==> config.mk <==
export PLATFORM = sky130hd
export DESIGN_NAME = pq_batch_sorter_flat
export DESIGN_NICKNAME = d
export VERILOG_FILES = /design/src/rtl/pq_pkg.sv /design/src/rtl/pq_batch_sorter_if.sv /design/src/rtl/pq_batch_sorter.sv /design/src/flat_wrapper.sv
export SDC_FILE = /design/constraint.sdc
export NUM_CORES = 1
export LEC_CHECK = 0
export CELL_PAD_IN_SITES_DETAIL_PLACEMENT = 0
export CELL_PAD_IN_SITES_GLOBAL_PLACEMENT = 1
export CORE_MARGIN = 1
export CORE_UTILIZATION = 27
export DETAILED_ROUTE_END_ITERATION = 8
export PLACE_DENSITY_LB_ADDON = 0.1
export SLEW_MARGIN = 10
export SYNTH_ARGS = -nofsm -noshare
export SYNTH_HDL_FRONTEND = slang
export SYNTH_SLANG_ARGS = --single-unit
==> constraint.sdc <==
create_clock -name clk -period 1.7 [get_ports clk]
set_input_delay 0.34 -clock clk [delete_from_list [all_inputs] [get_ports clk]]
set_output_delay 0.34 -clock clk [all_outputs]
set_load 0.01 [all_outputs]
==> src/rtl/pq_pkg.sv <==
// Shared key-value payload and priority-queue geometry for pq_if devices and their initiators.
package pq_pkg;

    localparam int unsigned KEY_WIDTH   = 8;
    localparam int unsigned VAL_WIDTH   = 8;
    localparam int unsigned PQ_CAPACITY = 8;

    typedef struct packed {
        logic [KEY_WIDTH-1:0] key;
        logic [VAL_WIDTH-1:0] val;
    } kv_t;

endpackage

==> src/rtl/pq_batch_sorter_if.sv <==
// Input stream, sorted output stream and pq_if command/status bundle of pq_batch_sorter.
interface pq_batch_sorter_if;
    import pq_pkg::*;

    logic in_valid;
    logic in_ready;
    kv_t  in_kv;
    logic in_last;
    logic out_valid;
    logic out_ready;
    kv_t  out_kv;
    logic out_last;
    logic overflow;
    logic pq_enq;
    logic pq_deq;
    kv_t  pq_kvi;
    kv_t  pq_kvo;
    logic pq_full;
    logic pq_empty;
    logic pq_busy;

    // master: the sorter itself; slave: producers, consumer and the PQ device
    modport master (
        input  in_valid, in_kv, in_last, out_ready, pq_kvo, pq_full, pq_empty, pq_busy,
        output in_ready, out_valid, out_kv, out_last, overflow, pq_enq, pq_deq, pq_kvi
    );

    modport slave (
        output in_valid, in_kv, in_last, out_ready, pq_kvo, pq_full, pq_empty, pq_busy,
        input  in_ready, out_valid, out_kv, out_last, overflow, pq_enq, pq_deq, pq_kvi
    );

endinterface

==> src/rtl/pq_batch_sorter.sv <==
// Fills an attached priority queue with one input batch, then drains it in ascending key order.
module pq_batch_sorter
    import pq_pkg::*;
#(
    parameter int unsigned GUARD_CYCLES = 1
) (
    input  logic            clk,
    input  logic            rst,
    pq_batch_sorter_if.master bus
);

    localparam int unsigned CNT_W = $clog2(PQ_CAPACITY + 1);
    localparam int unsigned GRD_W = (GUARD_CYCLES > 0) ? $clog2(GUARD_CYCLES + 1) : 1;
    localparam logic [CNT_W-1:0] CNT_MAX = CNT_W'(PQ_CAPACITY);

    typedef enum logic [1:0] {
        FILL     = 2'd0,
        ENQ_WAIT = 2'd1,
        DRAIN    = 2'd2,
        DEQ_WAIT = 2'd3
    } state_t;

    state_t           state,     state_d;
    logic [CNT_W-1:0] cnt,       cnt_d;
    logic [GRD_W-1:0] gcnt,      gcnt_d;
    logic             last,      last_d;
    logic             overflow,  overflow_d;
    logic             out_valid, out_valid_d;
    logic             out_last,  out_last_d;
    kv_t              out_kv,    out_kv_d;
    logic             pq_enq,    pq_enq_d;
    logic             pq_deq,    pq_deq_d;
    kv_t              pq_kvi,    pq_kvi_d;
    logic             in_ready_c;

    // State and registered outputs
    always_ff @(posedge clk) begin
        if (rst) begin
            state     <= FILL;
            cnt       <= '0;
            gcnt      <= '0;
            last      <= 1'b0;
            overflow  <= 1'b0;
            out_valid <= 1'b0;
            out_last  <= 1'b0;
            out_kv    <= '0;
            pq_enq    <= 1'b0;
            pq_deq    <= 1'b0;
            pq_kvi    <= '0;
        end else begin
            state     <= state_d;
            cnt       <= cnt_d;
            gcnt      <= gcnt_d;
            last      <= last_d;
            overflow  <= overflow_d;
            out_valid <= out_valid_d;
            out_last  <= out_last_d;
            out_kv    <= out_kv_d;
            pq_enq    <= pq_enq_d;
            pq_deq    <= pq_deq_d;
            pq_kvi    <= pq_kvi_d;
        end
    end

    // Next state; commands are registered so the guard window starts with the command cycle
    always_comb begin
        state_d     = state;
        cnt_d       = cnt;
        gcnt_d      = gcnt;
        last_d      = last;
        overflow_d  = overflow;
        out_valid_d = out_valid;
        out_last_d  = out_last;
        out_kv_d    = out_kv;
        pq_enq_d    = 1'b0;
        pq_deq_d    = 1'b0;
        pq_kvi_d    = pq_kvi;
        in_ready_c  = 1'b0;

        if (out_valid && bus.out_ready) begin
            out_valid_d = 1'b0;
        end

        unique case (state)
            FILL: begin
                in_ready_c = !bus.pq_busy && !bus.pq_full;
                if (bus.in_valid && in_ready_c) begin
                    pq_enq_d = 1'b1;
                    pq_kvi_d = bus.in_kv;
                    if (cnt != CNT_MAX) begin
                        cnt_d = cnt + CNT_W'(1);
                    end
                    last_d  = bus.in_last;
                    gcnt_d  = GRD_W'(GUARD_CYCLES);
                    state_d = ENQ_WAIT;
                end
            end
            ENQ_WAIT: begin
                if (gcnt != '0) begin
                    gcnt_d = gcnt - GRD_W'(1);
                end else if (!bus.pq_busy) begin
                    if (last) begin
                        state_d = DRAIN;
                    end else if (bus.pq_full) begin
                        overflow_d = 1'b1;
                        state_d    = DRAIN;
                    end else begin
                        state_d = FILL;
                    end
                end
            end
            DRAIN: begin
                // An empty PQ with cnt != 0 is a device protocol error: hold here without dequeuing
                if (!bus.pq_busy && !bus.pq_empty && (!out_valid || bus.out_ready)) begin
                    out_kv_d    = bus.pq_kvo;
                    out_valid_d = 1'b1;
                    out_last_d  = (cnt == CNT_W'(1));
                    pq_deq_d    = 1'b1;
                    if (cnt != '0) begin
                        cnt_d = cnt - CNT_W'(1);
                    end
                    gcnt_d  = GRD_W'(GUARD_CYCLES);
                    state_d = DEQ_WAIT;
                end
            end
            DEQ_WAIT: begin
                if (gcnt != '0) begin
                    gcnt_d = gcnt - GRD_W'(1);
                end else if (!bus.pq_busy) begin
                    state_d = (cnt != '0) ? DRAIN : FILL;
                end
            end
            default: begin
                state_d = FILL;
            end
        endcase
    end

    assign bus.in_ready  = in_ready_c && !rst;
    assign bus.out_valid = out_valid;
    assign bus.out_kv    = out_kv;
    assign bus.out_last  = out_last;
    assign bus.overflow  = overflow;
    assign bus.pq_enq    = pq_enq;
    assign bus.pq_deq    = pq_deq;
    assign bus.pq_kvi    = pq_kvi;

endmodule

==> src/flat_wrapper.sv <==
// flat-port wrapper written by rule: the top's interface ports become plain ports
module pq_batch_sorter_flat import pq_pkg::*;
#(
    parameter int unsigned GUARD_CYCLES = 1
)
  (clk, rst, bus_in_valid, bus_in_kv, bus_in_last, bus_out_ready, bus_pq_kvo, bus_pq_full, bus_pq_empty, bus_pq_busy, bus_in_ready, bus_out_valid, bus_out_kv, bus_out_last, bus_overflow, bus_pq_enq, bus_pq_deq, bus_pq_kvi);
  pq_batch_sorter_if bus_i ();
  input  logic clk;
  input  logic rst;
  input wire logic [$bits(bus_i.in_valid)-1:0] bus_in_valid;
  input wire logic [$bits(bus_i.in_kv)-1:0] bus_in_kv;
  input wire logic [$bits(bus_i.in_last)-1:0] bus_in_last;
  input wire logic [$bits(bus_i.out_ready)-1:0] bus_out_ready;
  input wire logic [$bits(bus_i.pq_kvo)-1:0] bus_pq_kvo;
  input wire logic [$bits(bus_i.pq_full)-1:0] bus_pq_full;
  input wire logic [$bits(bus_i.pq_empty)-1:0] bus_pq_empty;
  input wire logic [$bits(bus_i.pq_busy)-1:0] bus_pq_busy;
  output wire logic [$bits(bus_i.in_ready)-1:0] bus_in_ready;
  output wire logic [$bits(bus_i.out_valid)-1:0] bus_out_valid;
  output wire logic [$bits(bus_i.out_kv)-1:0] bus_out_kv;
  output wire logic [$bits(bus_i.out_last)-1:0] bus_out_last;
  output wire logic [$bits(bus_i.overflow)-1:0] bus_overflow;
  output wire logic [$bits(bus_i.pq_enq)-1:0] bus_pq_enq;
  output wire logic [$bits(bus_i.pq_deq)-1:0] bus_pq_deq;
  output wire logic [$bits(bus_i.pq_kvi)-1:0] bus_pq_kvi;
  assign bus_i.in_valid = bus_in_valid;
  assign bus_i.in_kv = bus_in_kv;
  assign bus_i.in_last = bus_in_last;
  assign bus_i.out_ready = bus_out_ready;
  assign bus_i.pq_kvo = bus_pq_kvo;
  assign bus_i.pq_full = bus_pq_full;
  assign bus_i.pq_empty = bus_pq_empty;
  assign bus_i.pq_busy = bus_pq_busy;
  assign bus_in_ready = bus_i.in_ready;
  assign bus_out_valid = bus_i.out_valid;
  assign bus_out_kv = bus_i.out_kv;
  assign bus_out_last = bus_i.out_last;
  assign bus_overflow = bus_i.overflow;
  assign bus_pq_enq = bus_i.pq_enq;
  assign bus_pq_deq = bus_i.pq_deq;
  assign bus_pq_kvi = bus_i.pq_kvi;
  pq_batch_sorter #(.GUARD_CYCLES(GUARD_CYCLES)) u_core (.clk(clk), .rst(rst), .bus(bus_i));
endmodule
==> flow_metrics.env <==
export IMPL_muxShareOfSynthArea_pct=10.9
export IMPL_yosysWarnings=0
export IMPL_grt_first_pass_wirelength_mm=8.58
export IMPL_dpl_instance_area_sq_um=2880
export IMPL_die_area_sq_um=7280
export IMPL_synthDistinctLibCells=43
export IMPL_p_total_mw=2.26
export IMPL_report_final_slew_viol_count=0
export IMPL_die_w_um=85.3
export IMPL_hp_class="flop to flop"
export IMPL_cts_num_sinks=45
export IMPL_synth_area_leaders="dfxtp_1 (48%), mux2i_1 (9.1%), nand2_1 (7.2%), a21oi_1 (5.6%), nor2_1 (5.2%)"
export IMPL_yosysSeqAreaShare_pct=48.1
export IMPL_synth_top_family_by_area="simple AND/OR/NAND/NOR gates"
export IMPL_cts_tree="yes"
export IMPL_antennaDiodeCount=0
export IMPL_place_ws_ns=-0.519
export IMPL_maxSlewHeadroom_pct=63.1
export IMPL_port_buffers=77
export IMPL_vias=1780
export IMPL_syn_nets=250
export IMPL_yosys_top_cells_count="dfxtp_1 (45), nand2_1 (36), nor2_1 (26)"
export IMPL_critPathMaxFanout=4
export IMPL_ant_nets=0
export IMPL_initial_utilization_pct=28.7
export IMPL_synth_seq_cells=45
export IMPL_gp_congestion=0.780
export IMPL_drive_above_1_share_pct=21.8
export IMPL_maxCapViolCount=0
export IMPL_synthCells=206
export IMPL_cts_max_level=2
export IMPL_crit_arrival_ns=1.89
export IMPL_synth_xor_xnor_area_share_pct=0
export IMPL_synth_simple_gate_area_share_pct=23.0
export IMPL_stdcell_count=389
export IMPL_path_clk_slew_ns=0.09
export IMPL_yosysTopAreaCell="dfxtp_1"
export IMPL_synthArstFlopShare_pct=0
export IMPL_ios=78
export IMPL_hold_violations=0
export IMPL_violations="negative setup slack"
export IMPL_root_buffer="clkbuf_8"
export IMPL_fp_row_count=29
export IMPL_power_density_nw_per_um2=722
export IMPL_synth_most_common_cell="dfxtp_1"
export IMPL_r2r_start="u_core.state[1]"
export IMPL_period_share_pct=100
export IMPL_fmax_mhz=587
export IMPL_combPwrFrac_pct=14.0
export IMPL_drt_pass1_iterations=4
export IMPL_ir_drop_uv=378
export IMPL_finalWirelength_mm=5.16
export IMPL_ctsHoldBuffers=0
export IMPL_run_status="complete, but fails checks"
export IMPL_setup_viol=1
export IMPL_synthAdderAreaFrac_pct=2.67
export IMPL_layout_nets=355
export IMPL_wire_per_inst_um=13.3
export IMPL_startpoint="bus_in_valid"
export IMPL_synth_edf_count=0
export IMPL_required_ns=1.89
export IMPL_swShare_pct=22.7
export IMPL_synth_area_per_cell_sq_um=9.10
export IMPL_place_hpwl_mm=3.41
export IMPL_design_core_area_sq_um=6530
export IMPL_critPathCaptureType="flop"
export IMPL_grtUsageTotal_pct=15.1
export IMPL_overflow=0
export IMPL_synth_compound_area_share_pct=11.4
export IMPL_grt_antenna_before_repair=0
export IMPL_p_int_mw=1.74
export IMPL_dp_cells=374
export IMPL_drc_errors=0
export IMPL_final_util_pct=47.8
export IMPL_clk_latency_ns=0.30
export IMPL_syn_cell_area_sq_um=1870
export IMPL_viasPerCell=4.58
export IMPL_die_height_um=85.3
export IMPL_path_class="primary input to flop"
export IMPL_critPathLaunchType="primary input"
export IMPL_grt_pass1_vias=1805
export IMPL_grt_max_degree=51
export IMPL_skew_ns=0.00587
export IMPL_post_route_cell_area_sq_um=3120
export IMPL_hp_start="u_core.bus.pq_kvi[3]"
export IMPL_worst_slew_pin_slew_ns=0.553
export IMPL_syn2layout_area_growth_pct=66.7
export IMPL_synth_top_area_share_pct=48.1
export IMPL_rsz0062_at_grt="yes"
export IMPL_p_clk_share_pct=37.7
export IMPL_worst_slack_ns=-0.00233
export IMPL_clock_path_buffers=2
export IMPL_cts_inserted_buffers=5
export IMPL_p_leak_nw=1.28
export IMPL_min_period_ns=1.70
export IMPL_drt_iter0_markers=82
export IMPL_p_sw_uw=512
export IMPL_synthFlopType="dfxtp_1"
export IMPL_pwr_share_seq_pct=48.2
worst paths after layout:
path                           to  slack (ns)  cells after the start
min reg2reg  u_core.bus.pq_kvi[3]        0.46                      2
max reg2reg         u_core.cnt[3]        0.01                      7
min          u_core.bus.pq_kvi[3]        0.46                      2
max                 u_core.cnt[3]      -0.002                      6
final cells by class:
type                       instances  area, sq um
fill                             646         3410
timing repair buffer             108         1020
multi-input combinational        148          976
sequential                        45          905
tap                               77         96.3
clock buffer                       7         86.3
clock inverter                     1         30.0
inverter                           3         11.3
flip-flops by register name, indices dropped and copies added (netlist names), 2 cells and up:
register	cells
u_core.bus.out_kv	16
u_core.bus.pq_kvi	16
u_core.cnt	4
u_core.state	2
critical path, stage by stage:
cell	delay, ns
clkdlybuf4s50_1	0.48
nor4b_2	0.23
buf_4	0.18
a22oi_1	0.10
a211oi_2	0.21
mux2_2	0.36
cell families after synthesis:
| family | after synthesis |
|---|---|
| simple gates | 87 |
| flops | 45 |
| compound gates | 36 |
| mux | 20 |
| buf+inv | 14 |
| fa+ha+maj | 4 |
power groups by stage:
stage          combinational [mW]  clock (mW)  sequential, mW
6_report                    0.317       0.852            1.09
5_1_grt                     0.345       0.939            1.09
4_1_cts                     0.311       0.883            1.09
3_5_place_dp                0.293           0            1.11
3_3_place_gp                0.294           0            1.11
2_1_floorplan               0.105           0            1.12
cell usage in the layout (no fill, tap or decap), types with 3 or more instances in the layout:
cell / synthesis / final
a21oi_1: 21 / 17
a21oi_2: 2 / 5
buf_4: 0 / 26
buf_6: 1 / 4
clkbuf_8: 0 / 6
clkdlybuf4s50_1: 0 / 73
dfxtp_1: 45 / 42
dfxtp_2: 0 / 3
ha_1: 4 / 3
mux2i_1: 17 / 17
nand2_1: 36 / 34
nand4_1: 3 / 3
nor2_1: 26 / 26
nor2b_1: 3 / 3
nor3_1: 3 / 3
stage by stage:
step                setup TNS (ns)  hold slack (ns)
global placement            -15.35            0.440
finish                    -0.00233            0.458
detailed placement          -15.56            0.447
global route                -0.403            0.475
floorplan                        0            0.445
CTS                              0            0.458
metal layers:
metal  GRT usage [%]  vias to the layer above  part of all wire (%)
met5               0                        -                     0
met4            5.30                        0                   1.3
met3            6.42                        7                   8.4
met2            22.7                       45                    44
met1            19.5                      816                    46
li1                -                      912                     -
timing repair:
action,CTS,global route
endpoints found under the setup margin,24,28
gates resized for setup,19,11
gates cloned,1,0
pin swaps,7,14
buffers inserted,4,2
Note: power is estimated with default switching activity, not from simulation.
==> RTL change (config.mk and constraints unchanged) <==
Make the reset (`rst`) asynchronous in one clocked block.
--- a/src/rtl/pq_batch_sorter.sv
+++ b/src/rtl/pq_batch_sorter.sv
@@ -35,5 +35,5 @@
 
     // State and registered outputs
-    always_ff @(posedge clk) begin
+    always_ff @(posedge clk or posedge rst) begin
         if (rst) begin
             state     <= FILL;
Function: differs if rst is asserted again (counterexample within 4 cycles, from zero or initial values and one cycle with rst high); with rst held inactive, the same outputs for 10 cycles.
==> RTL change against the original RTL <==
The run still ends with setup timing left; fmax fell by 0.73%; routed wire length is 10% lower; utilization is 1.3 points lower; non-clock buffer count increased by 1; sequential cell count stayed put; final area increased by 1.7%; sequential share of layout area up 6.5 points; global-route usage is 1.5 points lower; worst setup slack got worse by 0.013 ns; first-iteration DRC count is 56% lower; area after synthesis rose by 2.1%; largest cell class is now registers.
Power is not compared: it rests on default switching activity, and its combinational part moved more than twofold at a synthesized area within 25%.
==> RTL change: results <==
set metrics [dict create \
    fill_cells 693 \
    met1Wirelength_mm 2.09 \
    status "finished with violations" \
    synth_fp_nets 218 \
    synth-compound-area-share_pct 5.62 \
    buffer_area_share_pct 32.5 \
    synth_fa_ha_area_share_pct 2.61 \
    worst_slack_ns -0.0149 \
    synthMuxAreaShare_pct 10.6 \
    initialDrtViolationCount 36 \
    clock_cell_area_share_pct 3.27 \
    met2WireLength_mm 2.19 \
    multi_input_gates 116 \
    worst-path-max-fanout 3 \
    multi_input_area_um2 757 \
    nClkBuffers 5 \
    netlist_top_cells_count "nand2_1, dfrtp_1, mux2_2, inv_1" \
    async_flop_share_pct 100 \
    yosys.cell_count.top_type "nand2_1" \
    tightest_slew_ns 0.584 \
    synth-seq-area-share_pct 58.8 \
    grt_max_degree 46 \
    grt_pass1_vias 1639 \
    synth.area.top_cells "dfrtp_1, mux2_2, nand2_1, ha_1, inv_1" \
    gp_congestion 0.790 \
    failed_checks "setup timing" \
    inverters 8 \
    crit_path_top_delay_cell "or4_4" \
    signal_buffers 109 \
    setup_violations 1 \
]
RTL change: changes by cell type after synthesis, sizes merged, moves of 3 or more:
cell,unedited run,this run
mux2i,17,0
nor2,27,5
inv,3,8
nor3,3,0
a21oi,23,5
clkbuf,5,1
nand2,36,53
dfrtp,0,45
mux2,3,18
nand3,2,5
dfxtp,45,0
RTL change: how the worst min path moves through the flow:
stage,start,to,slack [ns]
finish,u_core.bus.out_last$_DFFE_PP0P_,u_core.bus.out_last$_DFFE_PP0P_,0.47
global route,u_core.bus.out_last$_DFFE_PP0P_,u_core.bus.out_last$_DFFE_PP0P_,0.49
CTS,u_core.bus.out_last$_DFFE_PP0P_,u_core.bus.out_last$_DFFE_PP0P_,0.47
detailed placement,u_core.bus.out_last$_DFFE_PP0P_,u_core.bus.out_last$_DFFE_PP0P_,0.45
global placement,u_core.bus.out_last$_DFFE_PP0P_,u_core.bus.out_last$_DFFE_PP0P_,0.45
floorplan,rst,u_core.bus.out_kv[0]$_DFFE_PP0P_,0.35
RTL change: where the power goes:
group          switching [mW]  leakage [nW]  internal [mW]
Sequential              0.270         0.571           1.57
Clock                   0.364        0.0540          0.428
Combinational           0.998         0.865           1.50
RTL change: cell families after synthesis:
group / Yosys count
compound gates: 15
xor+xnor: 1
fa+ha+maj: 4
buf+inv: 13
flops: 45
mux: 18
simple gates: 78
RTL change: stage by stage:
step,area [µm²],std cells,hold slack (ns)
2_1_floorplan,1920,174,0.353
3_3_place_gp,3010,371,0.449
3_5_place_dp,3010,371,0.454
4_1_cts,3160,380,0.472
5_1_grt,3180,381,0.489
6_report,3180,381,0.466
RTL change: what timing repair did:
action,in CTS,in global routing
gates resized for setup,13,5
buffers inserted,2,0
cloned,0,1
endpoints found under the setup margin,21,21
pin swaps,4,0
